## src/rtl/clock_time_reporter_if.sv

```systemverilog
// Time-readout bus between clock_time_reporter and its neighbours:
// request and time fields in, UART TX handshake and status out.
interface clock_time_reporter_if;
  logic       i_req;
  logic [4:0] i_hour;
  logic [5:0] i_min;
  logic [5:0] i_sec;
  logic [6:0] i_msec;
  logic       i_tx_busy;
  logic [7:0] o_tx_data;
  logic       o_tx_start;
  logic       o_busy;
  logic       o_done;
  logic       o_overrun;

  modport slave (
    input  i_req, i_hour, i_min, i_sec, i_msec, i_tx_busy,
    output o_tx_data, o_tx_start, o_busy, o_done, o_overrun
  );

  modport master (
    output i_req, i_hour, i_min, i_sec, i_msec, i_tx_busy,
    input  o_tx_data, o_tx_start, o_busy, o_done, o_overrun
  );
endinterface

```

## src/rtl/clock_time_reporter.sv

```systemverilog
// Snapshots hour/min/sec/centisec on a request and streams them to uart_tx
// as ASCII "HH:MM:SS.CC\r\n", one byte per TX handshake.
module clock_time_reporter #(
  parameter int SEND_MSEC = 1,
  parameter int SEND_CRLF = 1
) (
  input  logic                  clk,
  input  logic                  rst,
  clock_time_reporter_if.slave  bus
);

  localparam int NBYTES   = 8 + ((SEND_MSEC != 0) ? 3 : 0) + ((SEND_CRLF != 0) ? 2 : 0);
  localparam int CRLF_POS = (SEND_MSEC != 0) ? 11 : 8;
  localparam logic [3:0] LAST_IDX = 4'(NBYTES - 1);

  typedef enum logic [2:0] {IDLE, LOAD, START, ACK, WAIT, DONE} state_e;

  state_e      state_q, state_d;
  logic [3:0]  idx_q, idx_d;
  logic [4:0]  hour_q, hour_d;
  logic [5:0]  min_q, min_d;
  logic [5:0]  sec_q, sec_d;
  logic [6:0]  msec_q, msec_d;
  logic [7:0]  tx_data_q, tx_data_d;
  logic        tx_start_q, tx_start_d;
  logic        busy_q, busy_d;
  logic        done_q, done_d;
  logic [7:0]  frame [16];

  function automatic logic [7:0] asc_tens(input logic [6:0] v);
    return 8'h30 + {4'd0, 4'(v / 7'd10)};
  endfunction

  function automatic logic [7:0] asc_ones(input logic [6:0] v);
    return 8'h30 + {4'd0, 4'(v % 7'd10)};
  endfunction

  // Frame bytes built from the snapshot; optional fields placed by parameter.
  always_comb begin
    for (int i = 0; i < 16; i++) frame[i] = 8'h00;
    frame[0] = asc_tens({2'b00, hour_q});
    frame[1] = asc_ones({2'b00, hour_q});
    frame[2] = 8'h3A;
    frame[3] = asc_tens({1'b0, min_q});
    frame[4] = asc_ones({1'b0, min_q});
    frame[5] = 8'h3A;
    frame[6] = asc_tens({1'b0, sec_q});
    frame[7] = asc_ones({1'b0, sec_q});
    if (SEND_MSEC != 0) begin
      frame[8]  = 8'h2E;
      frame[9]  = asc_tens(msec_q);
      frame[10] = asc_ones(msec_q);
    end
    if (SEND_CRLF != 0) begin
      frame[CRLF_POS]     = 8'h0D;
      frame[CRLF_POS + 1] = 8'h0A;
    end
  end

  // Next state, snapshot capture and registered output values.
  always_comb begin
    state_d   = state_q;
    idx_d     = idx_q;
    hour_d    = hour_q;
    min_d     = min_q;
    sec_d     = sec_q;
    msec_d    = msec_q;
    tx_data_d = tx_data_q;
    case (state_q)
      IDLE: if (bus.i_req) begin
        // all four fields from one edge keeps the frame coherent across rollover
        hour_d  = bus.i_hour;
        min_d   = bus.i_min;
        sec_d   = bus.i_sec;
        msec_d  = (bus.i_msec > 7'd99) ? 7'd99 : bus.i_msec;
        idx_d   = 4'd0;
        state_d = LOAD;
      end
      LOAD: begin
        tx_data_d = frame[idx_q];
        state_d   = START;
      end
      START: state_d = ACK;
      // uart_tx raises busy only the cycle after the start pulse
      ACK:   state_d = WAIT;
      WAIT: if (!bus.i_tx_busy) begin
        if (idx_q == LAST_IDX) begin
          state_d = DONE;
        end else begin
          idx_d   = idx_q + 4'd1;
          state_d = LOAD;
        end
      end
      DONE:    state_d = IDLE;
      default: state_d = IDLE;
    endcase
    tx_start_d = (state_q == START);
    busy_d     = (state_d == LOAD) || (state_d == START) || (state_d == ACK) || (state_d == WAIT);
    done_d     = (state_d == DONE);
  end

  // State, snapshot and output registers; reset aborts any frame in flight.
  always_ff @(posedge clk or negedge rst) begin
    if (!rst) begin
      state_q    <= IDLE;
      idx_q      <= '0;
      hour_q     <= '0;
      min_q      <= '0;
      sec_q      <= '0;
      msec_q     <= '0;
      tx_data_q  <= '0;
      tx_start_q <= 1'b0;
      busy_q     <= 1'b0;
      done_q     <= 1'b0;
    end else begin
      state_q    <= state_d;
      idx_q      <= idx_d;
      hour_q     <= hour_d;
      min_q      <= min_d;
      sec_q      <= sec_d;
      msec_q     <= msec_d;
      tx_data_q  <= tx_data_d;
      tx_start_q <= tx_start_d;
      busy_q     <= busy_d;
      done_q     <= done_d;
    end
  end

  assign bus.o_tx_data  = tx_data_q;
  assign bus.o_tx_start = tx_start_q;
  assign bus.o_busy     = busy_q;
  assign bus.o_done     = done_q;
  // any request outside IDLE (DONE included) is dropped and flagged this cycle
  assign bus.o_overrun  = bus.i_req && (state_q != IDLE);

endmodule
```

## src/flat_wrapper.sv

```systemverilog
// flat-port wrapper written by rule: the top's interface ports become plain ports
module clock_time_reporter_flat 
#(
  parameter int SEND_MSEC = 1,
  parameter int SEND_CRLF = 1
)
  (clk, rst, bus_i_req, bus_i_hour, bus_i_min, bus_i_sec, bus_i_msec, bus_i_tx_busy, bus_o_tx_data, bus_o_tx_start, bus_o_busy, bus_o_done, bus_o_overrun);
  clock_time_reporter_if bus_i ();
  input  logic clk;
  input  logic rst;
  input wire logic [$bits(bus_i.i_req)-1:0] bus_i_req;
  input wire logic [$bits(bus_i.i_hour)-1:0] bus_i_hour;
  input wire logic [$bits(bus_i.i_min)-1:0] bus_i_min;
  input wire logic [$bits(bus_i.i_sec)-1:0] bus_i_sec;
  input wire logic [$bits(bus_i.i_msec)-1:0] bus_i_msec;
  input wire logic [$bits(bus_i.i_tx_busy)-1:0] bus_i_tx_busy;
  output wire logic [$bits(bus_i.o_tx_data)-1:0] bus_o_tx_data;
  output wire logic [$bits(bus_i.o_tx_start)-1:0] bus_o_tx_start;
  output wire logic [$bits(bus_i.o_busy)-1:0] bus_o_busy;
  output wire logic [$bits(bus_i.o_done)-1:0] bus_o_done;
  output wire logic [$bits(bus_i.o_overrun)-1:0] bus_o_overrun;
  assign bus_i.i_req = bus_i_req;
  assign bus_i.i_hour = bus_i_hour;
  assign bus_i.i_min = bus_i_min;
  assign bus_i.i_sec = bus_i_sec;
  assign bus_i.i_msec = bus_i_msec;
  assign bus_i.i_tx_busy = bus_i_tx_busy;
  assign bus_o_tx_data = bus_i.o_tx_data;
  assign bus_o_tx_start = bus_i.o_tx_start;
  assign bus_o_busy = bus_i.o_busy;
  assign bus_o_done = bus_i.o_done;
  assign bus_o_overrun = bus_i.o_overrun;
  clock_time_reporter #(.SEND_MSEC(SEND_MSEC), .SEND_CRLF(SEND_CRLF)) u_core (.clk(clk), .rst(rst), .bus(bus_i));
endmodule
```

## config.mk

```make
export PLATFORM = sky130hd
export DESIGN_NAME = clock_time_reporter_flat
export DESIGN_NICKNAME = d
export VERILOG_FILES = /design/src/rtl/clock_time_reporter_if.sv /design/src/rtl/clock_time_reporter.sv /design/src/flat_wrapper.sv
export SDC_FILE = /design/constraint.sdc
export NUM_CORES = 1
export LEC_CHECK = 0
export ABC_CLOCK_PERIOD_IN_PS = 3400
export BUFFER_PORTS_ARGS = -buffer_cell sky130_fd_sc_hd__buf_4
export CAP_MARGIN = 5
export CORE_ASPECT_RATIO = 1.1
export CORE_MARGIN = 4
export CORE_UTILIZATION = 30
export DETAILED_ROUTE_END_ITERATION = 16
export SYNTH_ARGS = -nofsm -noshare
export SYNTH_HDL_FRONTEND = slang
export SYNTH_SLANG_ARGS = --single-unit
```

## constraint.sdc

```tcl
create_clock -name clk -period 3.4 [get_ports clk]
set_input_delay 0.34 -clock clk [delete_from_list [all_inputs] [get_ports clk]]
set_output_delay 0.34 -clock clk [all_outputs]
set_load 0.02 [all_outputs]
```

==> results by group <==
Timing
  • Final setup violation count: 0
  • Final Cycle Share: 91.1%
  • Worst slew pin tran: 0.602 ns
  • Min Tclk post-route: 3.10 ns
  • Fin Clk Skew: 0.0125 ns
  • Hold Vio Cnt, Final: 0
  • Max Fclk: 323 MHz
  • Slew headroom: 59.9%
  • RSZ-0062 raised after global routing: false
  • Setup_tns: 0 ns
  • Fin. max-slew vios: 0

Pwr
  • Net Sw Frac: 48.1%
  • Switch Pwr: 1710 µW
  • Power Internal: 1850 µW
  • Sequential fraction of design power: 30.3%
  • PD cells: 1010 nW/µm²
  • Clock power share: 8.8%
  • Comb power frac: 60.9%
  • Leak: 0.00141 µW
  • Worst vdd ir: 385 µV

Setup path
  • CP Cell Sequence: inv_1, o311a_1, o221ai_2, inv_1, ha_1, nor2_1, a31oi_1, o2111a_1, a31oi_1, o211ai_1, a41oi_1, a21oi_2
  • Worst EP arrival: 3.29 ns
  • Max incr delay on CP: 0.56 ns
  • CP required: 3.59 ns
  • Crit-path slowest cell: dfrtp_1
  • Flop-to-flop setup slack: 0.30 ns
  • Worst Reg-to-Reg Cells: 12
  • WS Path Type: reg -> reg
  • CP Capture Type: flip-flop
  • Worst setup SP type: flip-flop
  • Worst Path Max Fanout: 11

Global routing
  • Initial antenna violation count: 0
  • Tot GR Track Use: 12.8%
  • First-pass GRT wire length: 12.7 mm
  • Largest net degree at the start of global routing: 41
  • Overflow after GRT: 0
  • Vias in the first global route: 2649

Synthesis
  • Post-synthesis area per instance: 8.50 µm²
  • Syn. warnings: 0
  • Register area share after synthesis: 32.2%
  • Synth Flop Type: dfrtp_1
  • Yosys reg bits: 40
  • Syn Std Cell Area: 3100 µm²
  • Cell variety after synth: 70
  • EDFF count, synth: 0
  • Ys async rst share: 100%
  • Synth Instances: 365

Final layout
  • Layout net count: 422
  • Cell area after layout: 3520 µm²
  • Fraction of layout cells with a size suffix above 1: 20.2%
  • Layout overhead on the synthesized area: 13.5%
  • Multi-input logic area: 1920 µm²
  • # diodes: 0
  • Fillers: 1043
  • Storage element area: 1000 µm²

CTS
  • CTS clk-pin slew, worst paths: 0.09 ns
  • CTS max path bufs: 2
  • CTS tree: yes
  • Clock buffer count from CTS: 5
  • Clock latency on the worst-skew pair: 0.30 ns
  • Clk sink count: 40
  • Root Driver: clkbuf_8
  • H-tree depth: 2
  • Setup Fix Bufs, Post-CTS: 0

Floorplan
  • Num rows: 38
  • Initial Util: 31.1%
  • Die area: 12000 µm²
  • Placeable Area: 9980 µm²
  • Die Ht: 115 µm
  • Io pins: 40
  • Die span in x: 105 µm

Placement
  • Final HPWL DP: 5.58 mm
  • Placed Instance Area: 3440 µm²
  • GP Congestion: 0.850
  • IO Port Bufs: 37

Run
  • Number of max-cap violations: 0

Route
  • Via/cell ratio: 5.46
  • Drt drc: 0
  • Pre-Repair DR Iteration Count: 4
  • Starting DRT DRC Count: 137
  • Avg WL per Cell: 15.1 µm
  • Routed WL: 7.63 mm
  • Final ANT Viol Nets: 0
  • Via count: 2764

Worst hold path
  • Hold WC Path Type: in -> async

Outcome
  • Status: finished, final reports clean
## through the flow
step	power (µW)	std cells	hold WS (ns)	setup WS, ns	utilization [%]
4_1_cts	3570	506	0.0399	0.314	35.3
3_3_place_gp	3200	499	0.365	0.408	34.5
6_report	3550	506	0.0265	0.304	35.3
5_1_grt	3900	506	0.0659	0.0374	35.3
3_5_place_dp	3230	499	0.371	0.336	34.5
2_1_floorplan	2740	366	0.0444	0.589	-
## cells in the final DEF, fill, tap and decap left out, types with 5 or more instances in the layout
| cell type | instances |
|---|---|
| nand3_1 | 10 |
| nand2b_1 | 13 |
| mux2_2 | 16 |
| dfrtp_1 | 39 |
| xnor2_1 | 7 |
| nor2_1 | 29 |
| nand3b_1 | 5 |
| nand2_1 | 25 |
| o211ai_1 | 6 |
| a21oi_1 | 17 |
| o21bai_1 | 5 |
| nor2b_1 | 14 |
| a211oi_1 | 7 |
| nor3_1 | 10 |
| nor3b_1 | 6 |
| ha_1 | 8 |
| a21boi_0 | 5 |
| o21ai_0 | 22 |
| inv_1 | 13 |
| a31oi_1 | 8 |
| clkbuf_8 | 5 |
| buf_4 | 42 |
## area by class of cell
type | instances | area share, %
timing repair buffer | 42 | 8.95
multi-input combinational | 282 | 54.5
clock inverter | 1 | 0.142
tap | 120 | 4.26
inverter | 15 | 1.60
sequential | 40 | 28.4
clock buffer | 6 | 2.06
## sequential cells by signal, indices dropped and copies added (netlist names)
name,cells
u_core.hour_q,5
u_core.state_q,3
u_core.min_q,6
u_core.bus.o_tx_data,6
u_core.msec_q,7
u_core.bus.o_done,1
u_core.sec_q,6
u_core.bus.o_busy,1
u_core.bus.o_tx_start,1
u_core.idx_q,4
## power groups by stage
stage                     clock (µW)  sequential, µW  combinational [µW]
after CTS                        329            1070                2170
final                            313            1080                2160
after global placement             0            1070                2120
after global routing             345            1130                2420
after detailed placement           0            1080                2150
after floorplan                    0             853                1890
## final timing paths
check	from	endpoint
min in group clk	bus_i_msec[1]	u_core.msec_q[1]
min reg2reg	u_core.bus.o_tx_data[1]	u_core.bus.o_tx_data[1]
max reg2reg	u_core.msec_q[3]	u_core.bus.o_tx_data[1]
max	u_core.msec_q[3]	u_core.bus.o_tx_data[1]
min	rst	u_core.hour_q[1]
max in group asynchronous	rst	u_core.msec_q[4]
## kinds of logic after synthesis
logic type / count (synthesis) / share of synthesized area, %
compound gates: 114 / 26.5
xor+xnor: 9 / 2.54
fa+ha+maj: 8 / 3.22
buf+inv: 44 / 5.97
flops: 40 / 32.2
mux: 18 / 6.45
other cells: 1 / 0.121
simple gates: 131 / 22.9
## cells in the mapped netlist (5+ instances only)
| master | n | area (µm²) |
|---|---|---|
| dfrtp_1 | 40 | 1000 |
| nor2_1 | 29 | 109 |
| nand2_1 | 25 | 93.8 |
| o21ai_0 | 22 | 110 |
| a21oi_1 | 17 | 85.1 |
| clkbuf_1 | 17 | 63.8 |
| mux2_2 | 16 | 180 |
| nor2b_1 | 14 | 87.6 |
| inv_1 | 13 | 48.8 |
| nand2b_1 | 13 | 81.3 |
| nand3_1 | 10 | 50.1 |
| nor3_1 | 10 | 50.1 |
| a31oi_1 | 8 | 50.1 |
| ha_1 | 8 | 100 |
| a211oi_1 | 7 | 52.6 |
| buf_2 | 7 | 35.0 |
| xnor2_1 | 7 | 61.3 |
| nor3b_1 | 6 | 45.0 |
| o211ai_1 | 6 | 45.0 |
| a21boi_0 | 5 | 37.5 |
| nand3b_1 | 5 | 37.5 |
| o21bai_1 | 5 | 37.5 |
## metal layers
| layer | vias up | part of all wire [%] | routed length (µm) | GRT usage [%] |
|---|---|---|---|---|
| li1 | 1384 | - | - | - |
| met1 | 1310 | 49 | 3740 | 17.1 |
| met2 | 53 | 46 | 3500 | 20.7 |
| met3 | 17 | 2.7 | 204 | 1.97 |
| met4 | 0 | 2.4 | 182 | 5.16 |
| met5 | - | 0 | 0 | 0 |
## what timing repair did
action | CTS | global route
endpoints found under the setup margin | 0 | 2
resized for setup | 0 | 1
hold buffers | 0 | 0
## critical path: cells and delay by family, from the launching register on
kind,cells,cell delay [ns]
and+or+nand+nor,1,0.17
AOI/OAI and AO/OA,8,1.72
DFF,1,0.56
buffers and inverters,2,0.22
adders and majority gates,1,0.31
No activity file was read; power rests on OpenSTA's default activity.
